<file path="config.mk">
export PLATFORM = sky130hd
export DESIGN_NAME = clk_en_divider
export DESIGN_NICKNAME = d
export VERILOG_FILES = /design/src/rtl/clk_en_divider.sv
export SDC_FILE = /design/constraint.sdc
export NUM_CORES = 1
export LEC_CHECK = 0
export BUFFER_PORTS_ARGS = -buffer_cell sky130_fd_sc_hd__buf_2
export CAP_MARGIN = 40
export CORE_MARGIN = 2
export CORE_UTILIZATION = 58
export CTS_CLUSTER_DIAMETER = 50
export CTS_CLUSTER_SIZE = 10
export DETAILED_ROUTE_END_ITERATION = 6
export HOLD_SLACK_MARGIN = 0.06
export PLACE_DENSITY = 0.8
export SLEW_MARGIN = 10
export SYNTH_ARGS = -nofsm -noshare
export SYNTH_HDL_FRONTEND = slang
export SYNTH_SLANG_ARGS = --single-unit
</file>
<file path="constraint.sdc">
create_clock -name clk -period 9.7 [get_ports clk]
set_input_delay 0.97 -clock clk [delete_from_list [all_inputs] [get_ports clk]]
set_output_delay 0.97 -clock clk [all_outputs]
set_load 0.05 [all_outputs]
</file>
<file path="src/rtl/clk_en_divider.sv">
//-----------------------------------------------------------------------------
// clk_en_divider
//
// Multi-channel, run-time programmable clock-enable generator. Every channel
// divides the system clock by its own divisor and produces a one-cycle enable
// tick and a 50%-duty square wave. Both outputs are registered and stay in the
// clk domain, so downstream logic never needs a derived clock.
//
// Each channel has two divisor registers. The active divisor is what the
// counter compares against. The shadow divisor holds a deferred write until
// the next wrap, which lets a divisor change without producing a runt period.
//
// Ports
//   clk     in   1      system clock, all logic on the rising edge
//   reset   in   1      asynchronous, active-high, clears all state
//   en      in   1      global count enable shared by every channel
//   wr      in   1      divisor write strobe, one cycle wide
//   wr_ch   in   SEL_W  channel addressed by the write (out-of-range ignored)
//   wr_div  in   CNT_W  divisor value to write
//   wr_now  in   1      1: load now and restart, 0: load at the next wrap
//   tick    out  NCH    one-cycle pulse per divided period, per channel
//   sq      out  NCH    square wave toggling on every tick, per channel
//   pend    out  NCH    a deferred divisor is waiting for its wrap
//-----------------------------------------------------------------------------
`timescale 1ns/1ps

module clk_en_divider #(
  parameter int          NCH      = 4,
  parameter int          CNT_W    = 26,
  parameter int unsigned DIV_INIT = 25_000_000,
  localparam int         SEL_W    = (NCH > 1) ? $clog2(NCH) : 1
) (
  input  logic             clk,
  input  logic             reset,
  input  logic             en,
  input  logic             wr,
  input  logic [SEL_W-1:0] wr_ch,
  input  logic [CNT_W-1:0] wr_div,
  input  logic             wr_now,
  output logic [NCH-1:0]   tick,
  output logic [NCH-1:0]   sq,
  output logic [NCH-1:0]   pend
);

  // Reset divisor, cast once to the counter width.
  localparam logic [CNT_W-1:0] DIV_RST = CNT_W'(DIV_INIT);

  logic wr_valid;

  // A write whose channel number has no matching channel is dropped. This
  // can happen when NCH is not a power of two. Every per-channel decode is
  // gated by this flag, so a bad address can never alias onto a real channel.
  assign wr_valid = wr && (32'(wr_ch) < 32'(NCH));

  for (genvar g = 0; g < NCH; g++) begin : g_ch

    logic [CNT_W-1:0] cnt;
    logic [CNT_W-1:0] div;
    logic [CNT_W-1:0] shadow;
    logic [CNT_W-1:0] next_div;
    logic             hit;
    logic             stopped;
    logic             wrap;
    logic             tick_q;
    logic             sq_q;
    logic             pend_q;

    // Per-channel decode terms.
    // The wrap compare is done in CNT_W bits against div-1. Because cnt is
    // cleared on every wrap and on every divisor load, cnt can never pass
    // div-1, so the counter has no overflow path. The "stopped" case (div=0)
    // is handled before wrap is used, so the underflow of div-1 is harmless.
    // Whenever nothing is pending, shadow equals div. That lets next_div
    // always read from shadow, unless a write lands on this same wrap edge;
    // in that case the fresh value wins.
    assign hit      = wr_valid && (wr_ch == SEL_W'(g));
    assign stopped  = (div == '0);
    assign wrap     = (cnt == div - CNT_W'(1));
    assign next_div = hit ? wr_div : shadow;

    // Channel state machine, evaluated in priority order:
    //  1. Immediate write: load both divisors, restart the count and clear
    //     the outputs, whatever the state of en.
    //  2. Stopped channel (div=0): hold everything at zero. A deferred write
    //     has no wrap to wait for, so it loads straight away.
    //  3. Global enable low: freeze the count and square wave and suppress
    //     ticks. Writes still land in the shadow and stay pending.
    //  4. Wrap: tick, toggle the square wave and adopt the shadow divisor.
    //     The new period starts on this edge. If the new divisor is zero, the
    //     square wave is parked low so a stopped channel always reads sq=0.
    //  5. Otherwise count up. A write here is deferred to the next wrap.
    //     Repeated deferred writes simply overwrite the shadow.
    always_ff @(posedge clk or posedge reset) begin
      if (reset) begin
        cnt    <= '0;
        div    <= DIV_RST;
        shadow <= DIV_RST;
        tick_q <= 1'b0;
        sq_q   <= 1'b0;
        pend_q <= 1'b0;
      end else if (hit && wr_now) begin
        cnt    <= '0;
        div    <= wr_div;
        shadow <= wr_div;
        tick_q <= 1'b0;
        sq_q   <= 1'b0;
        pend_q <= 1'b0;
      end else if (stopped) begin
        cnt    <= '0;
        tick_q <= 1'b0;
        sq_q   <= 1'b0;
        if (hit) begin
          div    <= wr_div;
          shadow <= wr_div;
          pend_q <= 1'b0;
        end
      end else if (!en) begin
        tick_q <= 1'b0;
        if (hit) begin
          shadow <= wr_div;
          pend_q <= 1'b1;
        end
      end else if (wrap) begin
        cnt    <= '0;
        div    <= next_div;
        shadow <= next_div;
        tick_q <= 1'b1;
        sq_q   <= (next_div == '0) ? 1'b0 : ~sq_q;
        pend_q <= 1'b0;
      end else begin
        cnt    <= cnt + CNT_W'(1);
        tick_q <= 1'b0;
        if (hit) begin
          shadow <= wr_div;
          pend_q <= 1'b1;
        end
      end
    end

    assign tick[g] = tick_q;
    assign sq[g]   = sq_q;
    assign pend[g] = pend_q;

  end

endmodule

</file>
* Yosys cells after proc, flatten, opt, wreduce, memory -nomap -nowiden *
Index checks and enable logic that the tools add are counted.
W data, S select, Z words.

storage, ports and cells
  bits in registers = 324
  input bits = 33
  output and inout port bits = 12
  logic and storage cells = 184

cells by class
  add/subtract/negate cells = 8
  eq/ne operators = 11
  muxes and demuxes = 104
  bitwise logic cells = 4
  reductions and logical operators = 33

operator list
  cell                     number
  $mux W26                 44
  $logic_not A26 Y1        8
  $add A26 B1 Y26 const B  4
  $eq A26 B26 Y1           4
  $sub A26 B1 Y26 const B  4
  $mux W1                  60
  $reduce_bool A3 Y1       8
  $ne A3 B2 Y1 const B     4
  $reduce_and A3 Y1        4
  $logic_and A1 B1 Y1      8
  $reduce_and A2 Y1        4
  $eq A2 B2 Y1 const B     2
  $not A1 Y1               4
  $eq A2 B1 Y1 const B     1
  $logic_not A2 Y1         1

* Depth between registers and ports, before layout *
  depth in word-level cells = 9
  mapped depth = 15
  depth with buffers taken out = 11

* Worst setup path after synthesis *
Ideal clock, no wire load.

  kind = flip-flop to flip-flop
  from = register g_ch[2].div[0]
  to = register g_ch[2].div[10]
  setup time = 123 ps
  arrival = 3653 ps
  data required time = 9577 ps
  slack = 5924 ps
  cell stages (with the launch flop) = 16
  buffers on the path = 4
  period minus slack after synthesis = 3776 ps
  path through = dfrtp_1 -> clkbuf_1 -> inv_1 -> ha_1 -> buf_2 -> nor4b_1 -> nand4_1 -> xor2_1 -> o22ai_1 -> or4_1 -> nor4_4 -> and2_1 -> buf_2 -> nand2_1 -> buf_2 -> o221a_2

on the way
  cells in the longest elaborated chain, start to end = 4
  elaborated cells between the ends (all ways) = 9
  classes of those cells = 1 x add/sub; 2 x eq/ne; 2 x mux; 4 x reduce/logical

RTL lines
  element                              line  source
  start: declaration                   58    logic [CNT_W-1:0] div;
  start signal: assignment             103   div <= wr_div;
  start signal: assignment             113   div <= wr_div;
  start signal: assignment             125   div <= next_div;
  $sub A26 B1 Y26                      78    assign wrap = (cnt == div - CNT_W'(1));
  $eq A26 B26 Y1                       78
  $reduce_bool A3 Y1 (no source line)  --
  $reduce_and A3 Y1 (no source line)   --

Several ways; a longest one is shown, not always the timed one.
A chain may end at the register's enable or synchronous reset.

* Worst setup path in the final report *
  from = register g_ch[1].div[3]
  to = register g_ch[1].div[0]

on the way
  cells in the longest elaborated chain, start to end = 4
  elaborated cells between the ends (all ways) = 9
  classes of those cells = 1 x add/sub; 2 x eq/ne; 2 x mux; 4 x reduce/logical

RTL lines
  element                              line
  start: declaration                   58
  start signal: assignment             103
  start signal: assignment             113
  start signal: assignment             125
  $sub A26 B1 Y26                      78
  $eq A26 B26 Y1                       78
  $reduce_bool A3 Y1 (no source line)  --
  $reduce_and A3 Y1 (no source line)   --

Several ways; a longest one is shown, not always the timed one.

==> summary.md <==
| Metric | Value |
|---|---|
| Die boundary height | `188 um` |
| Critical path launch point type | `flip-flop` |
| Post-synthesis register bit count | `about 320` |
| Gpl congestion | `about 0.94` |
| Average wire per standard cell | `roughly 20 um` |
| Source-to-sink clock delay at the later pin of the worst-skew pair | `roughly 0.53 ns` |
| Share of post-route cells with drive strength above 1 | `between 15 and 20%` |
| Ports | `between 40 and 50` |
| Number of cell rows | `67` |
| Final net count | `2196` |
| Critical-path maximum fanout | `27` |
| Synthesized net count | `about 2.2k` |
| Iteration count of the initial detailed-routing pass | `6` |
| Critical path buffer and inverter count | `0` |
| Data required time of the critical path | `a little over 10 ns` |
| Sink Count | `324` |
| Post-cts repair resize count | `0` |
| CP delay by family, top | `simple AND/OR/NAND/NOR gates` |
| Number of setup buffers added after CTS | `0` |
| Yosys synthesis warning count | `0` |
| Starting density of the core | `roughly 60%` |
| Cell area after placement | `approximately 20000 sq um` |
| Maximum root-to-sink buffer count | `3` |
| Top post-synthesis cells by area | `sky130_fd_sc_hd__dfrtp_1, sky130_fd_sc_hd__dfstp_2, sky130_fd_sc_hd__nand2_1, sky130_fd_sc_hd__mux2_2, sky130_fd_sc_hd__xor2_1` |
| Wire length of the first global-routing pass | `approximately 86000 um` |
| # setup viols final | `0` |
| Post-layout minimum cycle time | `~4.8 ns` |
| CP peak stage delay | `0.75 ns` |
| Number of design rule violations left after detail routing | `0` |
| DRC violation total after the first TritonRoute iteration | `1656` |
| Routed vias | `roughly 17k` |
| Share of the synthesized area in the top cell type | `29.2%` |
| Most frequent cell after synthesis | `sky130_fd_sc_hd__nand2_1` |
| Design Area, Final | `~21000 sq um` |
| Core Region | `between 30000 and 40000 sq um` |
| TritonCTS clock tree | `yes` |
| Setup TNS Final | `0 ns` |
| GRT overflow | `0` |
| Actual slew at the worst max-slew pin | `1.02 ns` |
| Signed area change from the synthesized netlist to the final layout | `8.63%` |
| Class of the most critical hold timing path | `flip-flop to flip-flop` |
| Count of final max-slew check failures | `0` |
| Total standard cell area after synthesis | `19600 sq um` |
| Per-instance average area after synthesis | `around 8.9 sq um` |
| H-tree level count | `2` |
| Relative slew slack | `31.5%` |
| Gate count after technology mapping | `~2.2k` |
| Wire length after detailed routing | `between 50000 and 60000 um` |
| Static power due to leakage | `about 9 nW` |
| Final hold slack | `approximately 0.48 ns` |
| Synth cell types | `92` |
| Fmax | `between 200 and 250 MHz` |
| Number of antenna violations at the first check in global routing | `2` |
| Master cell of the clock root buffer | `sky130_fd_sc_hd__clkbuf_16` |
| Area leader, netlist | `sky130_fd_sc_hd__dfrtp_1` |
| Max-cap viol count | `0` |
| Total global routing track utilization | `roughly 30%` |
| Clock edge transition at the registers on the reported setup and hold paths | `approximately 0.060 ns` |
| Top cells by instance count after synthesis | `sky130_fd_sc_hd__nand2_1, sky130_fd_sc_hd__dfrtp_1, sky130_fd_sc_hd__nor2_1` |
| Inserted Clock Buffers | `39` |
| Share of the yosys chip area belonging to registers | `42.1%` |
| Count of antenna-violating nets left after detailed routing | `0` |
| PortBufs | `44` |
| Hold-fix buffers, CTS | `0` |
| Slowest cell on the critical path | `sky130_fd_sc_hd__nand4_2` |
| Die Outline Area | `between 30000 and 40000 sq um` |
| Horizontal die dimension | `roughly 190 um` |
| Critical path, cell by cell | `or4_1 -> or4_1 -> nor4_1 -> a21oi_1 -> a2111oi_0 -> nand4_2 -> nand2_2 -> a21oi_1 -> a211oi_2` |
| Part of the cycle the worst path needs | `a little under 50%` |
| Filler instances | `between 2k and 3k` |
| Worst Path Class, Setup | `flip-flop to flip-flop` |
| Setup crit end kind | `flip-flop` |
| Via count of the first global-routing pass | `roughly 16k` |
| Setup clock skew after layout | `around 0.011 ns` |
| Number of enable flip-flop cells after synthesis | `0` |
| Arrival time worst endpoint | `about 5.2 ns` |
| Final Hold Viols | `0` |
| HPWL Detailed | `roughly 36000 um` |
| Avg Vias per Cell | `roughly 6.4` |
| RSZ-0062 raised after global routing | `false` |
| FFs w/ async S/R, synth | `between 90% and 100%` |
| Largest net degree at the start of global routing | `about 180` |
| Most common flop cell mapped by yosys | `sky130_fd_sc_hd__dfrtp_1` |
| Power Dens Cells | `a little over 200 nW/um^2` |
| Result of the run | `complete, no violations` |
| Worst voltage drop across the vdd grid | `about 0.00016 V` |
metal layers:
layer | routed length, um | GRT usage (%)
met5 | 0 | 0
met4 | 2420 | 13.8
met1 | 22500 | 41.2
met2 | 24500 | 47.5
met3 | 3780 | 4.27
per-stage QoR:
step           utilization, %  cells  setup WS [ns]  power [mW]
2_1_floorplan               -   2187           4.49        2.67
3_3_place_gp             59.5   2547           5.02        2.90
5_1_grt                  63.7   2633           4.45        4.58
6_report                 63.7   2633           4.91        4.37
4_1_cts                  63.6   2631           4.93        4.36
3_5_place_dp             60.0   2561           4.95        2.95
worst paths after layout:
path	from	end	slack, ns	cells after the start
max in group asynchronous	reset	g_ch[3].shadow[6]	7.67	5
max reg2reg	g_ch[1].div[3]	g_ch[1].div[0]	4.91	9
min	g_ch[2].shadow[18]	g_ch[2].shadow[18]	0.48	2
min in group asynchronous	reset	g_ch[2].pend_q	0.73	3
max	g_ch[1].div[3]	g_ch[1].div[0]	4.91	9
min reg2reg	g_ch[2].shadow[18]	g_ch[2].shadow[18]	0.48	2
cell families after synthesis:
group	share of synthesized area, %
AND/OR/NAND/NOR	26.2
adder cells (fa/ha/maj)	0.576
buffers and inverters	4.19
AO/OA/AOI/OAI	11.6
XOR/XNOR	7.86
flip-flops	42.1
multiplexers	7.53
layout make-up:
type                       instances  area (sq um)  share of cell area [%]
multi-input combinational       1671         10600                    49.7
sequential                       324          8230                    38.7
clock buffer                      68          1170                    5.50
tap                              448           561                    2.64
timing repair buffer              73           520                    2.45
inverter                          45           173                   0.813
clock inverter                     2          35.0                   0.165
antenna                            2          5.00                  0.0236
registers in the layout (all words and copies together) (netlist names):
signal	flops
g_ch.cnt	104
g_ch.sq_q	4
g_ch.div	104
g_ch.tick_q	4
g_ch.shadow	104
g_ch.pend_q	4
cells in the final DEF, fill, tap and decap left out, types with 8 or more instances in the layout:
| master | synthesis | routed |
|---|---|---|
| sky130_fd_sc_hd__nand2_1 | 361 | 361 |
| sky130_fd_sc_hd__dfrtp_1 | 228 | 228 |
| sky130_fd_sc_hd__nor2_1 | 163 | 160 |
| sky130_fd_sc_hd__nand3_1 | 143 | 143 |
| sky130_fd_sc_hd__dfstp_2 | 96 | 96 |
| sky130_fd_sc_hd__o21ai_0 | 95 | 95 |
| sky130_fd_sc_hd__xor2_1 | 88 | 88 |
| sky130_fd_sc_hd__xnor2_1 | 85 | 85 |
| sky130_fd_sc_hd__mux2_2 | 69 | 69 |
| sky130_fd_sc_hd__mux2i_1 | 57 | 57 |
| sky130_fd_sc_hd__nor4_1 | 55 | 53 |
| sky130_fd_sc_hd__nor3_1 | 50 | 50 |
| sky130_fd_sc_hd__inv_1 | 45 | 44 |
| sky130_fd_sc_hd__buf_2 | 15 | 44 |
| sky130_fd_sc_hd__a21oi_1 | 43 | 41 |
| sky130_fd_sc_hd__clkbuf_16 | 0 | 41 |
| sky130_fd_sc_hd__nand4_1 | 38 | 38 |
| sky130_fd_sc_hd__and3_1 | 34 | 34 |
| sky130_fd_sc_hd__or3_1 | 32 | 32 |
| sky130_fd_sc_hd__or4_1 | 31 | 31 |
| sky130_fd_sc_hd__clkbuf_1 | 102 | 23 |
| sky130_fd_sc_hd__buf_4 | 17 | 19 |
| sky130_fd_sc_hd__a31oi_1 | 18 | 18 |
| sky130_fd_sc_hd__and2_1 | 16 | 16 |
| sky130_fd_sc_hd__a211oi_1 | 16 | 16 |
| sky130_fd_sc_hd__and4_1 | 15 | 15 |
| sky130_fd_sc_hd__nand2b_1 | 15 | 15 |
| sky130_fd_sc_hd__o221a_2 | 15 | 15 |
| sky130_fd_sc_hd__o211ai_1 | 14 | 14 |
| sky130_fd_sc_hd__or2_2 | 12 | 12 |
| sky130_fd_sc_hd__a21o_1 | 12 | 12 |
| sky130_fd_sc_hd__mux2_1 | 11 | 11 |
| sky130_fd_sc_hd__o211a_1 | 11 | 11 |
| sky130_fd_sc_hd__a22o_1 | 10 | 10 |
| sky130_fd_sc_hd__o31ai_1 | 9 | 9 |
| sky130_fd_sc_hd__ha_1 | 9 | 9 |
| sky130_fd_sc_hd__nor2b_1 | 8 | 8 |
| sky130_fd_sc_hd__nand3b_1 | 8 | 8 |
worst register-to-register path, cell delays in order (launching register included):
cell and delay, ns:
sky130_fd_sc_hd__dfrtp_1 0.46, sky130_fd_sc_hd__or4_1 0.74, sky130_fd_sc_hd__or4_1 0.71, sky130_fd_sc_hd__nor4_1 0.29, sky130_fd_sc_hd__a21oi_1 0.14, sky130_fd_sc_hd__a2111oi_0 0.50
sky130_fd_sc_hd__nand4_2 0.75, sky130_fd_sc_hd__nand2_2 0.71, sky130_fd_sc_hd__a21oi_1 0.18, sky130_fd_sc_hd__a211oi_2 0.23
report_power, final:
part / internal [mW] / total (mW) / switching (mW)
clock: 0.837 / 1.40 / 0.561
sequential: 1.63 / 1.92 / 0.289
combinational: 0.456 / 1.05 / 0.596
total: 2.92 / 4.37 / 1.45
Power figures use the tool's default switching activity.
